File: config.mk
export PLATFORM = sky130hd
export DESIGN_NAME = multicycle_control_fsm
export DESIGN_NICKNAME = d
export VERILOG_FILES = /design/src/rtl/multicycle_control_fsm.sv
export SDC_FILE = /design/constraint.sdc
export NUM_CORES = 1
export LEC_CHECK = 0
export ABC_AREA = 1
export BUFFER_PORTS_ARGS = -buffer_cell sky130_fd_sc_hd__buf_2
export CORE_MARGIN = 5
export CORE_UTILIZATION = 45
export CTS_BUF_LIST = sky130_fd_sc_hd__clkbuf_4 sky130_fd_sc_hd__clkbuf_8 sky130_fd_sc_hd__clkbuf_16
export DETAILED_ROUTE_END_ITERATION = 12
export PLACE_DENSITY = 0.71
export RECOVER_POWER = 100
export SYNTH_ARGS = -nofsm -noshare
export SYNTH_HDL_FRONTEND = slang
export SYNTH_SLANG_ARGS = --single-unit
File: constraint.sdc
create_clock -name clk_i -period 4.3 [get_ports clk_i]
set_clock_uncertainty 0.05 [all_clocks]
set_input_delay 0.215 -clock clk_i [delete_from_list [all_inputs] [get_ports clk_i]]
set_output_delay 0.215 -clock clk_i [all_outputs]
set_load 0.03 [all_outputs]
File: src/rtl/multicycle_control_fsm.sv
// Multicycle processor control FSM: sequences fetch/decode/execute/memory/writeback.
// Outputs decode combinationally from the registered state (strobes also from mem_ready_i/zero_i).
// Memory states hold mem_req_o until mem_ready_i; a stall watchdog traps to the sticky FAULT state.
// Optional feature: define PROC_JALR_EN to decode JALR (1100111) instead of trapping it.
module multicycle_control_fsm #(
  parameter int MEM_TIMEOUT = 16
) (
  input  logic       clk_i,
  input  logic       rst_ni,
  input  logic [6:0] op_i,
  input  logic       mem_ready_i,
  input  logic       zero_i,
  output logic       mem_req_o,
  output logic       mem_write_o,
  output logic       adr_src_o,
  output logic       ir_write_o,
  output logic       pc_write_o,
  output logic [1:0] alu_src_a_o,
  output logic [1:0] alu_src_b_o,
  output logic [1:0] alu_op_o,
  output logic [1:0] result_src_o,
  output logic       reg_write_o,
  output logic       fault_o,
  output logic [3:0] state_o
);

  typedef enum logic [3:0] {
    S_RESET     = 4'd0,
    S_FETCH     = 4'd1,
    S_DECODE    = 4'd2,
    S_MEMADR    = 4'd3,
    S_MEMREAD   = 4'd4,
    S_MEMWB     = 4'd5,
    S_MEMWRITE  = 4'd6,
    S_EXECR     = 4'd7,
    S_EXECI     = 4'd8,
    S_ALUWB     = 4'd9,
    S_BRANCH    = 4'd10,
    S_JAL       = 4'd11,
    S_LUI       = 4'd12,
    S_JALR_TGT  = 4'd13,
    S_JALR_LINK = 4'd14,
    S_FAULT     = 4'd15
  } state_t;

  localparam logic [6:0] OP_LOAD   = 7'b0000011;
  localparam logic [6:0] OP_STORE  = 7'b0100011;
  localparam logic [6:0] OP_RTYPE  = 7'b0110011;
  localparam logic [6:0] OP_ITYPE  = 7'b0010011;
  localparam logic [6:0] OP_BRANCH = 7'b1100011;
  localparam logic [6:0] OP_JAL    = 7'b1101111;
  localparam logic [6:0] OP_LUI    = 7'b0110111;
  localparam logic [6:0] OP_JALR   = 7'b1100111;

  // Counter must be able to hold MEM_TIMEOUT itself so the equality test can fire.
  localparam int CW = (MEM_TIMEOUT < 1) ? 1 : $clog2(MEM_TIMEOUT + 1);

  state_t        state_q;
  logic [CW-1:0] stall_q;
  logic          is_store_q;
  logic          stall_expired;

  // Watchdog fires on the cycle the counter reaches the limit; mem_ready_i still has priority.
  assign stall_expired = (MEM_TIMEOUT != 0) && (stall_q == CW'(MEM_TIMEOUT));

  // State sequencing, stall counter and load/store selection captured at decode.
  always_ff @(posedge clk_i or negedge rst_ni) begin
    if (!rst_ni) begin
      state_q    <= S_RESET;
      stall_q    <= '0;
      is_store_q <= 1'b0;
    end else begin
      // Counter clears on any cycle that does not remain stalled in a memory state.
      stall_q <= '0;
      case (state_q)
        S_RESET: state_q <= S_FETCH;
        S_FETCH, S_MEMREAD, S_MEMWRITE: begin
          if (mem_ready_i) begin
            case (state_q)
              S_FETCH:   state_q <= S_DECODE;
              S_MEMREAD: state_q <= S_MEMWB;
              default:   state_q <= S_FETCH;
            endcase
          end else if (stall_expired) begin
            state_q <= S_FAULT;
          end else if (MEM_TIMEOUT != 0) begin
            stall_q <= stall_q + 1'b1;
          end
        end
        S_DECODE: begin
          is_store_q <= (op_i == OP_STORE);
          case (op_i)
            OP_LOAD, OP_STORE: state_q <= S_MEMADR;
            OP_RTYPE:          state_q <= S_EXECR;
            OP_ITYPE:          state_q <= S_EXECI;
            OP_BRANCH:         state_q <= S_BRANCH;
            OP_JAL:            state_q <= S_JAL;
            OP_LUI:            state_q <= S_LUI;
`ifdef PROC_JALR_EN
            OP_JALR:           state_q <= S_JALR_TGT;
`endif
            default:           state_q <= S_FAULT;
          endcase
        end
        S_MEMADR:    state_q <= is_store_q ? S_MEMWRITE : S_MEMREAD;
        S_MEMWB:     state_q <= S_FETCH;
        S_EXECR:     state_q <= S_ALUWB;
        S_EXECI:     state_q <= S_ALUWB;
        S_ALUWB:     state_q <= S_FETCH;
        S_BRANCH:    state_q <= S_FETCH;
        S_JAL:       state_q <= S_ALUWB;
        S_LUI:       state_q <= S_ALUWB;
        S_JALR_TGT:  state_q <= S_JALR_LINK;
        S_JALR_LINK: state_q <= S_ALUWB;
        S_FAULT:     state_q <= S_FAULT;
        default:     state_q <= S_FAULT;
      endcase
    end
  end

  // Datapath control decode from the current state; unlisted outputs stay 0.
  always_comb begin
    mem_req_o    = 1'b0;
    mem_write_o  = 1'b0;
    adr_src_o    = 1'b0;
    ir_write_o   = 1'b0;
    pc_write_o   = 1'b0;
    alu_src_a_o  = 2'b00;
    alu_src_b_o  = 2'b00;
    alu_op_o     = 2'b00;
    result_src_o = 2'b00;
    reg_write_o  = 1'b0;
    fault_o      = 1'b0;
    case (state_q)
      S_FETCH: begin
        mem_req_o    = 1'b1;
        alu_src_b_o  = 2'b10;
        result_src_o = 2'b10;
        ir_write_o   = mem_ready_i;
        pc_write_o   = mem_ready_i;
      end
      S_DECODE: begin
        alu_src_a_o = 2'b01;
        alu_src_b_o = 2'b01;
      end
      S_MEMADR: begin
        alu_src_a_o = 2'b10;
        alu_src_b_o = 2'b01;
      end
      S_MEMREAD: begin
        mem_req_o = 1'b1;
        adr_src_o = 1'b1;
      end
      S_MEMWB: begin
        result_src_o = 2'b01;
        reg_write_o  = 1'b1;
      end
      S_MEMWRITE: begin
        mem_req_o   = 1'b1;
        mem_write_o = 1'b1;
        adr_src_o   = 1'b1;
      end
      S_EXECR: begin
        alu_src_a_o = 2'b10;
        alu_op_o    = 2'b10;
      end
      S_EXECI: begin
        alu_src_a_o = 2'b10;
        alu_src_b_o = 2'b01;
        alu_op_o    = 2'b10;
      end
      S_ALUWB: reg_write_o = 1'b1;
      S_BRANCH: begin
        alu_src_a_o = 2'b10;
        alu_op_o    = 2'b01;
        pc_write_o  = zero_i;
      end
      S_JAL: begin
        alu_src_a_o = 2'b01;
        alu_src_b_o = 2'b10;
        pc_write_o  = 1'b1;
      end
      S_LUI: begin
        alu_src_a_o = 2'b11;
        alu_src_b_o = 2'b01;
      end
      S_JALR_TGT: begin
        alu_src_a_o  = 2'b10;
        alu_src_b_o  = 2'b01;
        result_src_o = 2'b10;
        pc_write_o   = 1'b1;
      end
      S_JALR_LINK: begin
        alu_src_a_o = 2'b01;
        alu_src_b_o = 2'b10;
      end
      S_FAULT: fault_o = 1'b1;
      default: ;
    endcase
  end

  assign state_o = state_q;

endmodule
==> qor.txt <==
synthesized area = 880 µm²
largest net degree at the start of global routing = 12
register area share after synthesis = 28.4%
largest family of logic cells by synthesized area = simple AND/OR/NAND/NOR gates
worst setup path category = reg2reg
Fin Setup TNS = 0 ns
post-synthesis xor/xnor area fraction = 2.99%
FF+latch count, synth = 10
Syn Inst Count = 138
Cells after DPL = 193
status = finished clean
Syn. warnings = 0
DIE HEIGHT = 54.2 µm
ys flop type = dfrtp_1
core area = 1900 µm²
vias in the first global route = 874
Initial Util = 46.3%
total gr overflow = 0
Filler cells = 213
number of synthesized flops with an enable pin = 0
total power draw = 192 µW
Synth cell types = 26
design area = 1040 µm²
DR DRC count = 0
Vias per Instance = 4.95
crit path launch type = flop
postcts setup bufs = 0
Worst VDD drop = 175 µV
initial antenna violation count = 0
worst setup margin = 1.84 ns
period utilization = 57.2%
Port-buffer cells = 29
later-pin clock latency in the skew report = 0.26 ns
area of the die = 2940 µm²
post-synthesis compound-gate area fraction = 13.7%
WL/cell = 10.9 µm
total track usage = 16.0%
Hold Worst Slack = 0.250 ns
share of layout cells above drive strength 1 = 9.36%
CP top delay family = simple AND/OR/NAND/NOR gates
Max Cap Viol = 0
Power Density = 185 nW/µm²
area of the multi-input gates = 508 µm²
CP Max Fanout = 7
post-synthesis async set-or-reset flop share = 100%
CP bufs+invs = 2
ant diodes = 0
root buf cell = clkbuf_4
row cnt = 16
Final Util = 54.6%
initial DRC count = 22
Post-Place Cell Area = 1050 µm²
Final GP Congestion = 0.846
adder and majority gate portion of the synthesized area = 2.84%
CTS tree = built
die span in x = 54.2 µm
I/O Pins = 30
Worst-path clk slew = 0.06 ns
CP cell instances = inv_1 -> nand2_1 -> o21ai_0 -> nand3_1 -> clkinvlp_2 -> a21oi_1 -> nand2_1 -> nand2_1
via total after detailed routing = 981
drt first pass iters = 4
max incr delay on CP = 0.68 ns
final setup fails = 0
Reg area = 250 µm²
mux contribution to synthesized area = 0%
number of buffers created by CTS = 3
critical path depth = 8
R2R depth = 8
final hold violations = 0
min cycle time layout = 2.46 ns
Critical Path RT = 4.40 ns
cell leakage power = 0.483 nW
max_slew headroom = 46.7%
synthesis-to-layout area growth = 18.1%
top achievable clock speed = 0.406 GHz
syn avg cell area = 6.37 µm²
Worst Tran Pin Value = 0.792 ns
DRT antenna net count = 0
clock buffer depth = 2
CP endpoint kind = flop
Post-Route WL = 2.16 mm
PostCTS Resize Cnt = 0
Final Net Count = 185
HP Class = in2reg
Detailed Place HPWL = 1.74 mm
CP dominant cell by count = nand2_1
Clock Sink Count = 10
first-pass GRT wire length = 3.48 mm
Final Instance Count excl. Fillers = 198
H-tree depth = 1
simple-gate share of the synthesized area = 41.5%
Placement Setup Slack = 2.52 ns
RSZ-0062 raised after global routing = false
syn nets = 151
hold path depth = 3
CP arrival = 2.57 ns
Final Max Slew Viols = 0
slowest CP cell = o21ai_0
cell usage after synthesis (2+ instances only):
master | count | area share (%)
a21oi_1 | 5 | 2.8
dfrtp_1 | 10 | 28
ha_1 | 2 | 2.8
inv_1 | 19 | 8.1
nand2_1 | 32 | 14
nand2_2 | 2 | 1.4
nand3_1 | 13 | 7.4
nor2_1 | 30 | 13
nor3_1 | 3 | 1.7
o21ai_0 | 5 | 2.8
xor2_1 | 2 | 2.0
cell usage in the layout (no fill, tap or decap), drive strengths merged, types with 3 or more instances in the layout:
cell / Yosys / final
nor2: 31 / 31
nand2: 35 / 35
o21ai: 6 / 6
buf: 1 / 9
a21oi: 5 / 5
dfrtp: 10 / 10
nor3: 3 / 3
clkbuf: 0 / 24
inv: 21 / 20
nand3: 14 / 14
path summary, 6_finish.rpt:
check,slack (ns),end,startpoint
worst max-delay path,1.84,state_o[2],state_o[3]
worst min-delay path,0.25,is_store_q,op_i[5]
worst max register to register,1.84,state_o[2],state_o[3]
worst min register to register,0.44,stall_q[0],stall_q[0]
max in group asynchronous,3.50,stall_q[1],rst_ni
min in group asynchronous,0.37,state_o[0],rst_ni
routing by layer:
metal	vias up	GRT usage [%]	share of wire (%)
li1	508	-	-
met4	0	8.30	0.88
met1	441	18.6	46
met2	28	28.3	47
met5	-	0	0
met3	4	2.18	6.6
flip-flops by register name, indices dropped and copies added, names as in the netlist:
signal,count
stall_q,5
state_o,4
is_store_q,1
worst min-delay path, stage by stage:
cell     delay (ns)
buf_2          0.13
nand2_1        0.09
o41ai_1        0.09
report_power, final:
part / internal (mW) / switching (mW)
Combinational: 0.00605 / 0.00982
Sequential: 0.0940 / 0
Clock: 0.0514 / 0.0311
Total: 0.151 / 0.0410
final cells by class:
class | instances | area share, %
Timing Repair Buffer | 30 | 12.5
Sequential cell | 10 | 24.1
Inverter | 21 | 7.71
Tap cell | 27 | 3.25
Multi-Input combinational cell | 106 | 48.9
Clock buffer | 4 | 3.49
cell families after synthesis:
logic type,after synthesis
xor+xnor,3
compound gates,18
fa+ha+maj,2
simple gates,83
buf+inv,22
flops,10
timing repair:
| item | CTS | global route |
|---|---|---|
| setup endpoints to repair | 0 | 0 |
| hold buffers | 1 | 0 |
| endpoints found under the hold margin | 10 | 0 |
Note: power is estimated with default switching activity, not from simulation.
